<file path="config.mk">
export PLATFORM = sky130hd
export DESIGN_NAME = conv_window_ctrl
export DESIGN_NICKNAME = d
export VERILOG_FILES = /design/src/rtl/cnn_params_pkg.sv /design/src/rtl/wrap_counter.sv /design/src/rtl/conv_window_ctrl.sv
export SDC_FILE = /design/constraint.sdc
export NUM_CORES = 1
export LEC_CHECK = 0
export ABC_AREA = 1
export CAP_MARGIN = 20
export CORE_MARGIN = 2
export CORE_UTILIZATION = 30
export DETAILED_ROUTE_END_ITERATION = 10
export PLACE_DENSITY_LB_ADDON = 0.08
export SLEW_MARGIN = 5
export SYNTH_ARGS = -nofsm -noshare
export SYNTH_HDL_FRONTEND = slang
export SYNTH_SLANG_ARGS = --single-unit
</file>
<file path="constraint.sdc">
create_clock -name clk -period 2.5 [get_ports clk]
set_input_delay 0.5 -clock clk [delete_from_list [all_inputs] [get_ports clk]]
set_output_delay 0.5 -clock clk [all_outputs]
set_load 0.02 [all_outputs]
</file>
<file path="src/rtl/cnn_params_pkg.sv">
// Shared image/kernel defaults, FSM encodings and counter-width helpers
// for the convolution window controller.
package cnn_params_pkg;

    localparam int IMG_W_DEF = 28;
    localparam int IMG_H_DEF = 28;
    localparam int K_DEF     = 3;

    localparam logic [1:0] ST_IDLE_ENC = 2'd0;
    localparam logic [1:0] ST_RUN_ENC  = 2'd1;
    localparam logic [1:0] ST_DONE_ENC = 2'd2;

    typedef enum logic [1:0] {
        ST_IDLE = ST_IDLE_ENC,
        ST_RUN  = ST_RUN_ENC,
        ST_DONE = ST_DONE_ENC
    } state_t;

    // Counter width for a modulus n; never narrower than one bit.
    function automatic int cnt_width(input int n);
        return (n < 2) ? 1 : $clog2(n);
    endfunction

    localparam int COL_W_DEF = cnt_width(IMG_W_DEF);
    localparam int ROW_W_DEF = cnt_width(IMG_H_DEF);

endpackage

</file>
<file path="src/rtl/wrap_counter.sv">
// Modulo-MOD up-counter with enable and clear; wrap_o flags the enabled
// step from MOD-1 back to 0.
module wrap_counter
    import cnn_params_pkg::*;
#(
    parameter int MOD = 2,
    parameter int W   = cnt_width(MOD)
) (
    input  logic         clk,
    input  logic         rst,
    input  logic         en_i,
    input  logic         clr_i,
    output logic [W-1:0] cnt_o,
    output logic         wrap_o
);

    localparam logic [W-1:0] MAX = W'(MOD - 1);

    logic [W-1:0] cnt_q, cnt_d;

    assign wrap_o = en_i && (cnt_q == MAX);
    assign cnt_o  = cnt_q;

    always_comb begin
        // NOTE: default assigned first so no path leaves cnt_d unassigned (no latch).
        cnt_d = cnt_q;
        if (clr_i || wrap_o) begin
            cnt_d = '0;
        end else if (en_i) begin
            cnt_d = cnt_q + W'(1);
        end
    end

    // NOTE: reset is synchronous and active-low, so it lives inside the clocked branch.
    always_ff @(posedge clk) begin
        if (!rst) begin
            // NOTE: non-blocking assignment for all registered state.
            cnt_q <= '0;
        end else begin
            cnt_q <= cnt_d;
        end
    end

endmodule

</file>
<file path="src/rtl/conv_window_ctrl.sv">
// Raster-scan controller for a KxK sliding window over an IMG_W x IMG_H
// frame: accepts pixels, tracks position and flags valid windows.
module conv_window_ctrl
    import cnn_params_pkg::*;
#(
    parameter int IMG_W = IMG_W_DEF,
    parameter int IMG_H = IMG_H_DEF,
    parameter int K     = K_DEF,
    parameter int CW    = cnt_width(IMG_W),
    parameter int RW    = cnt_width(IMG_H)
) (
    input  logic          clk,
    input  logic          rst,
    input  logic          start,
    input  logic          din_vld,
    output logic          din_rdy,
    output logic          shift_en,
    output logic          win_vld,
    output logic [RW-1:0] win_row,
    output logic [CW-1:0] win_col,
    output logic          busy,
    output logic          frame_done
);

    localparam logic [RW-1:0] K_ROW = RW'(K - 1);
    localparam logic [CW-1:0] K_COL = CW'(K - 1);

    state_t        state_q, state_d;
    logic          accept, clr_cnt, row_en, col_wrap, row_wrap, win_hit;
    logic [CW-1:0] col_cnt;
    logic [RW-1:0] row_cnt;
    logic          win_vld_q;
    logic [RW-1:0] win_row_q, win_row_d;
    logic [CW-1:0] win_col_q, win_col_d;

    assign shift_en = din_vld & din_rdy;
    assign accept   = shift_en;
    assign clr_cnt  = (state_q == ST_IDLE) && start;
    assign row_en   = accept && col_wrap;

    wrap_counter #(.MOD(IMG_W), .W(CW)) u_col_cnt (
        .clk    (clk),
        .rst    (rst),
        .en_i   (accept),
        .clr_i  (clr_cnt),
        .cnt_o  (col_cnt),
        .wrap_o (col_wrap)
    );

    // Row advances only on the column wrap; its own wrap marks the last pixel.
    wrap_counter #(.MOD(IMG_H), .W(RW)) u_row_cnt (
        .clk    (clk),
        .rst    (rst),
        .en_i   (row_en),
        .clr_i  (clr_cnt),
        .cnt_o  (row_cnt),
        .wrap_o (row_wrap)
    );

    always_comb begin
        state_d    = state_q;
        din_rdy    = 1'b0;
        busy       = 1'b0;
        frame_done = 1'b0;
        case (state_q)
            ST_IDLE: begin
                if (start) state_d = ST_RUN;
            end
            ST_RUN: begin
                din_rdy = 1'b1;
                busy    = 1'b1;
                if (row_wrap) state_d = ST_DONE;
            end
            ST_DONE: begin
                busy       = 1'b1;
                frame_done = 1'b1;
                state_d    = ST_IDLE;
            end
            default: state_d = ST_IDLE;
        endcase
    end

    always_ff @(posedge clk) begin
        if (!rst) state_q <= ST_IDLE;
        else      state_q <= state_d;
    end

    // A window is complete once the accepted pixel is its bottom-right corner.
    assign win_hit   = accept && (row_cnt >= K_ROW) && (col_cnt >= K_COL);
    assign win_row_d = win_hit ? (row_cnt - K_ROW) : win_row_q;
    assign win_col_d = win_hit ? (col_cnt - K_COL) : win_col_q;

    always_ff @(posedge clk) begin
        if (!rst) begin
            win_vld_q <= 1'b0;
            win_row_q <= '0;
            win_col_q <= '0;
        end else begin
            win_vld_q <= win_hit;
            win_row_q <= win_row_d;
            win_col_q <= win_col_d;
        end
    end

    assign win_vld = win_vld_q;
    assign win_row = win_row_q;
    assign win_col = win_col_q;

endmodule

</file>
==> results of run 1 <==
## metrics by stage
| stage | worst slack, ps | area (sq um) |
|---|---|---|
| final | 180.9 | 1655 |
| after global routing | 110.6 | 1655 |
| after CTS | 170.9 | 1655 |
| after detailed placement | 176.5 | 1610 |
| after global placement | 179.3 | 1610 |
| after floorplan | 956.6 | 1404 |
## cell type report
cell class,count,share of cell area [%]
Tap cell,52,3.930
Timing Repair Buffer,19,11.34
Multi-Input combinational cell,127,47.47
Clock buffer,4,2.721
Sequential cell,23,27.82
Inverter,29,6.727
## logic make-up after synthesis
group	count (synthesis)	share of synthesized area (%)
flops	23	32.80
buf+inv	33	11.23
compound gates	11	4.278
xor+xnor	6	3.743
simple gates	97	36.36
fa+ha+maj	13	11.59
## cells in the final DEF (no fill, tap or decap), types with 2 or more instances in the layout
cell	count
nand2_1	44
inv_1	26
dfxtp_1	23
clkdlybuf4s50_1	18
nor2_1	16
ha_1	13
nor2_2	11
a21oi_1	9
xor2_1	5
nand2_2	4
nor2_4	4
nand3_1	4
nor3_1	3
clkbuf_8	3
inv_2	2
nand3_4	2
## registers in the layout, summed over array words and instances, names as in the netlist
register         count
state_q              2
u_row_cnt.cnt_o      5
win_vld              1
win_col              5
win_row              5
u_col_cnt.cnt_o      5
## per-layer routing
layer	vias up	track usage (%)	routed length, um
met2	15	17.43	1075
met1	448	13.68	1300
li1	593	-	-
met4	0	3.704	24
met5	-	0	0
met3	2	1.667	89
## tightest hold or removal path, cell delays in order, from the launching register on
cell and delay [ps]:
dfxtp_1 310, nand2_1 70, a21oi_2 50
## how the worst max path moves through the flow
| stage | end | slack (ps) |
|---|---|---|
| global route | shift_en | 110 |
| CTS | shift_en | 170 |
| floorplan | win_row[3]$_SDFFE_PN0P_ | 960 |
| detailed placement | shift_en | 180 |
| finish | shift_en | 180 |
| global placement | shift_en | 180 |
## power groups by stage
| stage | registers [mW] | clock network, mW | logic [mW] |
|---|---|---|---|
| 3_3_place_gp | 0.411 | 0 | 0.289 |
| 4_1_cts | 0.403 | 0.249 | 0.295 |
| 3_5_place_dp | 0.412 | 0 | 0.291 |
| 2_1_floorplan | 0.408 | 0 | 0.202 |
| 6_report | 0.403 | 0.234 | 0.292 |
| 5_1_grt | 0.408 | 0.261 | 0.327 |
==> impl_metrics.tcl, run 1 <==
set metrics [dict create \
    status "finished clean" \
    cpPeakStageDelay_ps 610 \
    power.switching_uw 313.3 \
    grt_pass1_wl_um 4367 \
    cp_cell_sequence "clkdlybuf4s50_1 > nand2_4 > inv_4 > clkdlybuf4s50_1" \
    drt-initial-drc-count 39 \
    netlist_instances 183 \
    worst_hold_startpoint "win_row[3]$_SDFFE_PN0P_" \
    multiInputGateArea_sq_um 785.8 \
    reg2regPathDepth 8 \
    synth_edf_count 0 \
    critPathMaxFanout 7 \
    avgSynthCellArea_sq_um 7.671 \
    final-hold-violation-count 0 \
    syn2layout_area_growth_pct 17.91 \
    die_h_um 72.41 \
    end_kind "output port" \
    dieWidth_um 72.41 \
    power_frac_clock_pct 25.2 \
    netlist_top_cells_area "dfxtp_1, nand2_1, ha_1, inv_1, nor2_2" \
    crit_path_start "din_vld" \
    clkLatencyLatePin_ps 260 \
    hold_ws_ps 470.0 \
    synthFlopType "dfxtp_1" \
    reg2reg_slack_ps 1020 \
    htreeDepth 1 \
    drt-pass1-iter-count 4 \
    grt_max_degree 20 \
    power_frac_comb_pct 31.4 \
    final_cell_count_no_fill 254 \
    cts_tree "done" \
    layout.nets 220 \
    synth.yosys.seq_area_share_pct 32.80 \
    synth-async-reset-ratio_pct 0 \
    maxSlewViolCount 0 \
    r2r-end "win_row[4]$_SDFFE_PN0P_" \
    cts_made_buffers 3 \
    hold-path-endpoint "win_row[3]$_SDFFE_PN0P_" \
    whs_path_depth 2 \
    setup_viol 0 \
    syn_nets 200 \
    final_core_util_pct 37.25 \
    power.density_nw_per_um2 561.6 \
    cts_resized 0 \
    timing.fmax_mhz 431.2 \
    cts_buffer_depth 2 \
    antenna_found_initial 0 \
    antenna_cells 0 \
    place_inst 250 \
    holdBufCountCts 0 \
    synth_top_area_share_pct 32.80 \
    core-area_sq_um 4444 \
    dr_total_vias 1058 \
    power_switching_share_pct 33.70 \
    reg2reg_from "u_col_cnt.cnt_o[0]$_SDFFE_PP0P_" \
    cts-root-buf "clkbuf_8" \
    ir_drop_mv 0.3322 \
    overflow 0 \
    fin_crit_sh_pct 92.76 \
    drive_above_1_share_pct 16.83 \
    die_area_sq_um 5242 \
    crit_path_start_kind "input port" \
    yosysUniqueCellTypes 30 \
    yosysTopAreaCell "dfxtp_1" \
    setup_tns_ps 0 \
    grtUsageTotal_pct 10.45 \
    slew_headroom_pct 74.80 \
    grt_pass1_vias 1031 \
    vias_per_cell 4.165 \
    tightest_slew_ps 377.4 \
    synth_common_cells "nand2_1, inv_1, dfxtp_1" \
    wl_um 2489 \
    cp_common_cell "clkdlybuf4s50_1" \
    critPathSlowestCell "clkdlybuf4s50_1" \
    post_drt_wl_per_cell_um 9.799 \
    regArea_sq_um 460.4 \
    dpl.hpwl_um 1859 \
    place_congestion 0.8467 \
    start_util_pct 31.59 \
    clkTransAtPathRegs_ps 80 \
    cp_num_buf_inv 3 \
    synth_area_sq_um 1404 \
    n_fill_cell 478 \
    p_seq_share_pct 43.4 \
    rsz0062_at_grt "false" \
    drc_errors 0 \
    rows 24 \
    cp_num_cells 4 \
    cts.sinks 23 \
    ant_nets 0 \
    hold_class "flip-flop to flip-flop" \
    ys_seq_elements 23 \
    totalPowerFinal_uw 929.6 \
    p_int_uw 616.3 \
    cts_setup_buffers 0 \
    final.min_clock_period_ps 2319 \
    portBuffers 18 \
    cap_violations 0 \
    yosysWarnings 0 \
    crit_type "input port to output port" \
    required_ps 2000 \
    ioPinCount 19 \
    clock_skew_ps 7.143 \
    p_leak_nw 0.7112 \
    arrival_ps 1820 \
    cp_top_family "buffers and inverters" \
    yosys.cell_count.top_type "nand2_1" \
]
Power figures use the tool's default switching activity.
==> run 2, diff against run 1 <==
- CTS_BUF_LIST: not set -> sky130_fd_sc_hd__clkbuf_8
==> run 2 against run 1 <==
Register-to-register slack about the same. Die area stayed put. Largest cell class unchanged. Clock skew fell by 0.90 ps.
==> impl_metrics.tcl, run 2 (synthesized netlist as in run 1, its figures left out) <==
set metrics [dict create \
    clock_skew_ps 6.246 \
    drive_above_1_share_pct 16.83 \
    dieWidth_um 72.41 \
    start_util_pct 31.59 \
    fin_area_sq_um 1655 \
    ir_drop_mv 0.3319 \
    place_congestion 0.8467 \
    required_ps 2000 \
    antenna_found_initial 0 \
    final_core_util_pct 37.25 \
    slew_headroom_pct 75.38 \
    status "finished clean" \
    hold_class "flip-flop to flip-flop" \
    grtUsageTotal_pct 10.45 \
    rsz0062_at_grt "false" \
    cts_resized 0 \
    dpl.hpwl_um 1859 \
    cts_buffer_depth 2 \
    end_kind "output port" \
    place_area_sq_um 1610 \
    cts-root-buf "clkbuf_8" \
    die_area_sq_um 5242 \
    vias_per_cell 4.165 \
    crit_path_start_kind "input port" \
    cts_tree "done" \
    grt_max_degree 20 \
    final_cell_mix "nand2_1, inv_1, dfxtp_1, clkdlybuf4s50_1, nor2_1" \
    cts_made_buffers 3 \
    final-hold-violation-count 0 \
    antenna_cells 0 \
    grt_pass1_vias 1031 \
    holdBufCountCts 0 \
    arrival_ps 1820 \
    layout.nets 220 \
    power.density_nw_per_um2 558.5 \
    final_common_cell "nand2_1" \
    syn2layout_area_growth_pct 17.91 \
    reg2reg_slack_ps 1020 \
    cap_violations 0 \
    dr_total_vias 1058 \
    overflow 0 \
    timing.fmax_mhz 431.3 \
    wl_um 2477 \
    reg2regPathDepth 8 \
    setup_tns_ps 0 \
    cts.sinks 23 \
    drc_errors 0 \
    htreeDepth 1 \
    final.min_clock_period_ps 2319 \
    grt_pass1_wl_um 4367 \
    tightest_slew_ps 368.9 \
    setup_viol 0 \
    clkLatencyLatePin_ps 260 \
    rows 24 \
    ioPinCount 19 \
    core-area_sq_um 4444 \
    fin_crit_sh_pct 92.74 \
    cts_setup_buffers 0 \
    clkTransAtPathRegs_ps 80 \
    drt-pass1-iter-count 4 \
    p_leak_nw 0.7154 \
    portBuffers 18 \
    die_h_um 72.41 \
    crit_type "input port to output port" \
    ant_nets 0 \
    drt-initial-drc-count 38 \
    maxSlewViolCount 0 \
    post_drt_wl_per_cell_um 9.752 \
    whs_path_depth 2 \
    critPathMaxFanout 7 \
]
-- run 2: cell types whose count changed in the layout (fill, tap and decap cells not counted) --
cell / previous run / this run
clkbuf_1: 1 / 0
inv_1: 26 / 27
-- run 2: metal layers --
metal  global-route usage, %  part of all wire, %  up-vias  wire, um
met5                       0                    0        -         0
met4                   3.704                 0.97        0        24
met3                   1.667                  3.6        2        89
met2                   17.43                   43       15      1068
met1                   13.68                   52      448      1295
li1                        -                    -      593         -
-- run 2: report_power, final --
| group | internal [mW] | leakage [nW] | total (mW) | switching (mW) |
|---|---|---|---|---|
| combinational | 0.118 | 0.503 | 0.292 | 0.174 |
| sequential | 0.384 | 0.186 | 0.403 | 0.0188 |
| clock | 0.110 | 0.0269 | 0.229 | 0.120 |
-- run 2: through the flow --
step                power [mW]  instances  hold WS (ps)  setup slack, ps
floorplan               0.6094        183         471.5            956.6
global placement        0.6996        250         461.1            179.3
detailed placement      0.7031        250         460.1            176.5
CTS                     0.9436        254         473.0            170.9
global route            0.9917        254         515.5            110.6
finish                  0.9245        254         470.0            181.5
-- run 2: worst max-delay path: stages --
cell,delay (ps)
clkdlybuf4s50_1,500
nand2_4,100
inv_4,110
clkdlybuf4s50_1,610
-- run 2: worst paths after layout --
check | start | to
worst max-delay path | din_vld | shift_en
worst min-delay path | win_row[3]$_SDFFE_PN0P_ | win_row[3]$_SDFFE_PN0P_
worst max register to register | u_col_cnt.cnt_o[0]$_SDFFE_PP0P_ | win_row[4]$_SDFFE_PN0P_
worst min register to register | win_row[3]$_SDFFE_PN0P_ | win_row[3]$_SDFFE_PN0P_
-- run 2: final cells by class --
| type | count | area [sq um] |
|---|---|---|
| well taps | 52 | 65.06 |
| multi-input cells | 127 | 785.8 |
| clock inverters | 1 | 3.754 |
| repair buffers | 19 | 187.7 |
| fillers | 478 | 2789 |
| inverters | 29 | 111.4 |
| flip-flops and latches | 23 | 460.4 |
| clock buffers | 3 | 41.29 |
==> run 3, diff against run 2 <==
- CORE_MARGIN: 2 -> 3
==> run 3 against run 2 <==
Sequential share of layout area did not move. Clock power shrank 2%. Wire length up 0.52%. Setup slack lost 3.5 ps. Largest power group unchanged. Global-route usage decreased by 0.11 points. Fmax decreased by 0.15%. Largest cell class unchanged. Sequential cell count did not move. Via count grew 2.0%.
==> impl_metrics.tcl, run 3 (synthesized netlist as in run 1, its figures left out) <==
set metrics [dict create \
    setup_tns_ps 0 \
    totalPowerFinal_uw 919.2 \
    cts_made_buffers 3 \
    final_core_util_pct 37.25 \
    vias_per_cell 4.248 \
    holdBufCountCts 0 \
    timing.fmax_mhz 430.7 \
    cts.sinks 23 \
    post_drt_wl_per_cell_um 9.803 \
    grt_max_degree 20 \
    cts_buffer_depth 2 \
    power_frac_clock_pct 24.3 \
    ant_nets 0 \
    grtUsageTotal_pct 10.35 \
    core-area_sq_um 4444 \
    drive_above_1_share_pct 16.83 \
    tightest_slew_ps 355.1 \
    hold_class "flip-flop to flip-flop" \
    power.switching_uw 307.1 \
    final_common_cell "nand2_1" \
    final_cell_count_no_fill 254 \
    ir_drop_mv 0.3376 \
    fin_crit_sh_pct 92.88 \
    power_switching_share_pct 33.41 \
    grt_pass1_wl_um 4402 \
    dp_slack_ps 177.7 \
    cap_violations 0 \
    portBuffers 18 \
    overflow 0 \
    rsz0062_at_grt "false" \
    cp_common_cell "clkdlybuf4s50_1" \
    die_h_um 74.41 \
    p_seq_share_pct 43.8 \
    dieWidth_um 74.41 \
    p_leak_nw 0.7154 \
    place_inst 250 \
    place_area_sq_um 1610 \
    drc_errors 0 \
    final-hold-violation-count 0 \
    place_congestion 0.7326 \
    maxSlewViolCount 0 \
    status "finished clean" \
    wl_um 2490 \
    dr_total_vias 1079 \
    crit_path_start_kind "input port" \
    drt-pass1-iter-count 4 \
    cpPeakStageDelay_ps 610 \
    final_cell_mix "nand2_1, inv_1, dfxtp_1, clkdlybuf4s50_1, nor2_1" \
    final.min_clock_period_ps 2322 \
    p_int_uw 612.1 \
    htreeDepth 1 \
    required_ps 2000 \
    end_kind "output port" \
    syn2layout_area_growth_pct 17.91 \
    fin_area_sq_um 1655 \
    cts-root-buf "clkbuf_8" \
    critPathSlowestCell "clkdlybuf4s50_1" \
    drt-initial-drc-count 33 \
    antenna_cells 0 \
    crit_type "input port to output port" \
    fin_ws_ps 178.0 \
    start_util_pct 31.59 \
    hold_ws_ps 472.3 \
    cts_resized 0 \
    clkLatencyLatePin_ps 260 \
    ioPinCount 19 \
    clkTransAtPathRegs_ps 80 \
    die_area_sq_um 5536 \
    arrival_ps 1820 \
    slew_headroom_pct 76.30 \
    dpl.hpwl_um 1945 \
    setup_viol 0 \
    clock_skew_ps 1.895 \
    cts_setup_buffers 0 \
    power_frac_comb_pct 31.8 \
    layout.nets 220 \
    antenna_found_initial 0 \
    grt_pass1_vias 995 \
    cp_cell_sequence "clkdlybuf4s50_1 > nand2_4 > inv_4 > clkdlybuf4s50_1" \
    power.density_nw_per_um2 555.3 \
    critPathMaxFanout 7 \
    cts_tree "done" \
    rows 24 \
]
[run 3: cell type report]
class / count / area (sq um)
clock inverter: 1 / 3.754
sequential: 23 / 460.4
tap: 52 / 65.06
multi-input combinational: 127 / 785.8
timing repair buffer: 19 / 187.7
fill: 466 / 2789
clock buffer: 3 / 41.29
inverter: 29 / 111.4
[run 3: power by group through the flow]
stage	clock network [mW]	logic, mW	registers (mW)
global placement	0	0.290	0.411
CTS	0.242	0.298	0.403
detailed placement	0	0.294	0.412
global route	0.260	0.333	0.407
finish	0.224	0.292	0.403
floorplan	0	0.202	0.408
[run 3: layer usage]
metal / track usage (%) / wire [um] / vias to the layer above
li1: - / - / 597
met1: 14.03 / 1253 / 457
met2: 15.61 / 1082 / 21
met3: 2.568 / 121 / 4
met4: 4.348 / 32 / 0
met5: 0 / 0 / -
[run 3: worst paths after layout]
| check | from | endpoint | slack, ps | cells after the start |
|---|---|---|---|---|
| setup / recovery | din_vld | shift_en | 180 | 4 |
| hold / removal | win_row[3]$_SDFFE_PN0P_ | win_row[3]$_SDFFE_PN0P_ | 470 | 2 |
| setup reg to reg | state_q[1]$_SDFFE_PN0P_ | u_row_cnt.cnt_o[2]$_SDFFE_PP0P_ | 1020 | 7 |
| hold reg to reg | win_row[3]$_SDFFE_PN0P_ | win_row[3]$_SDFFE_PN0P_ | 470 | 2 |
[run 3: critical path, delay by kind of cell]
family,cells,cell delay [ps]
simple gates,1,100
buf+inv,3,1220
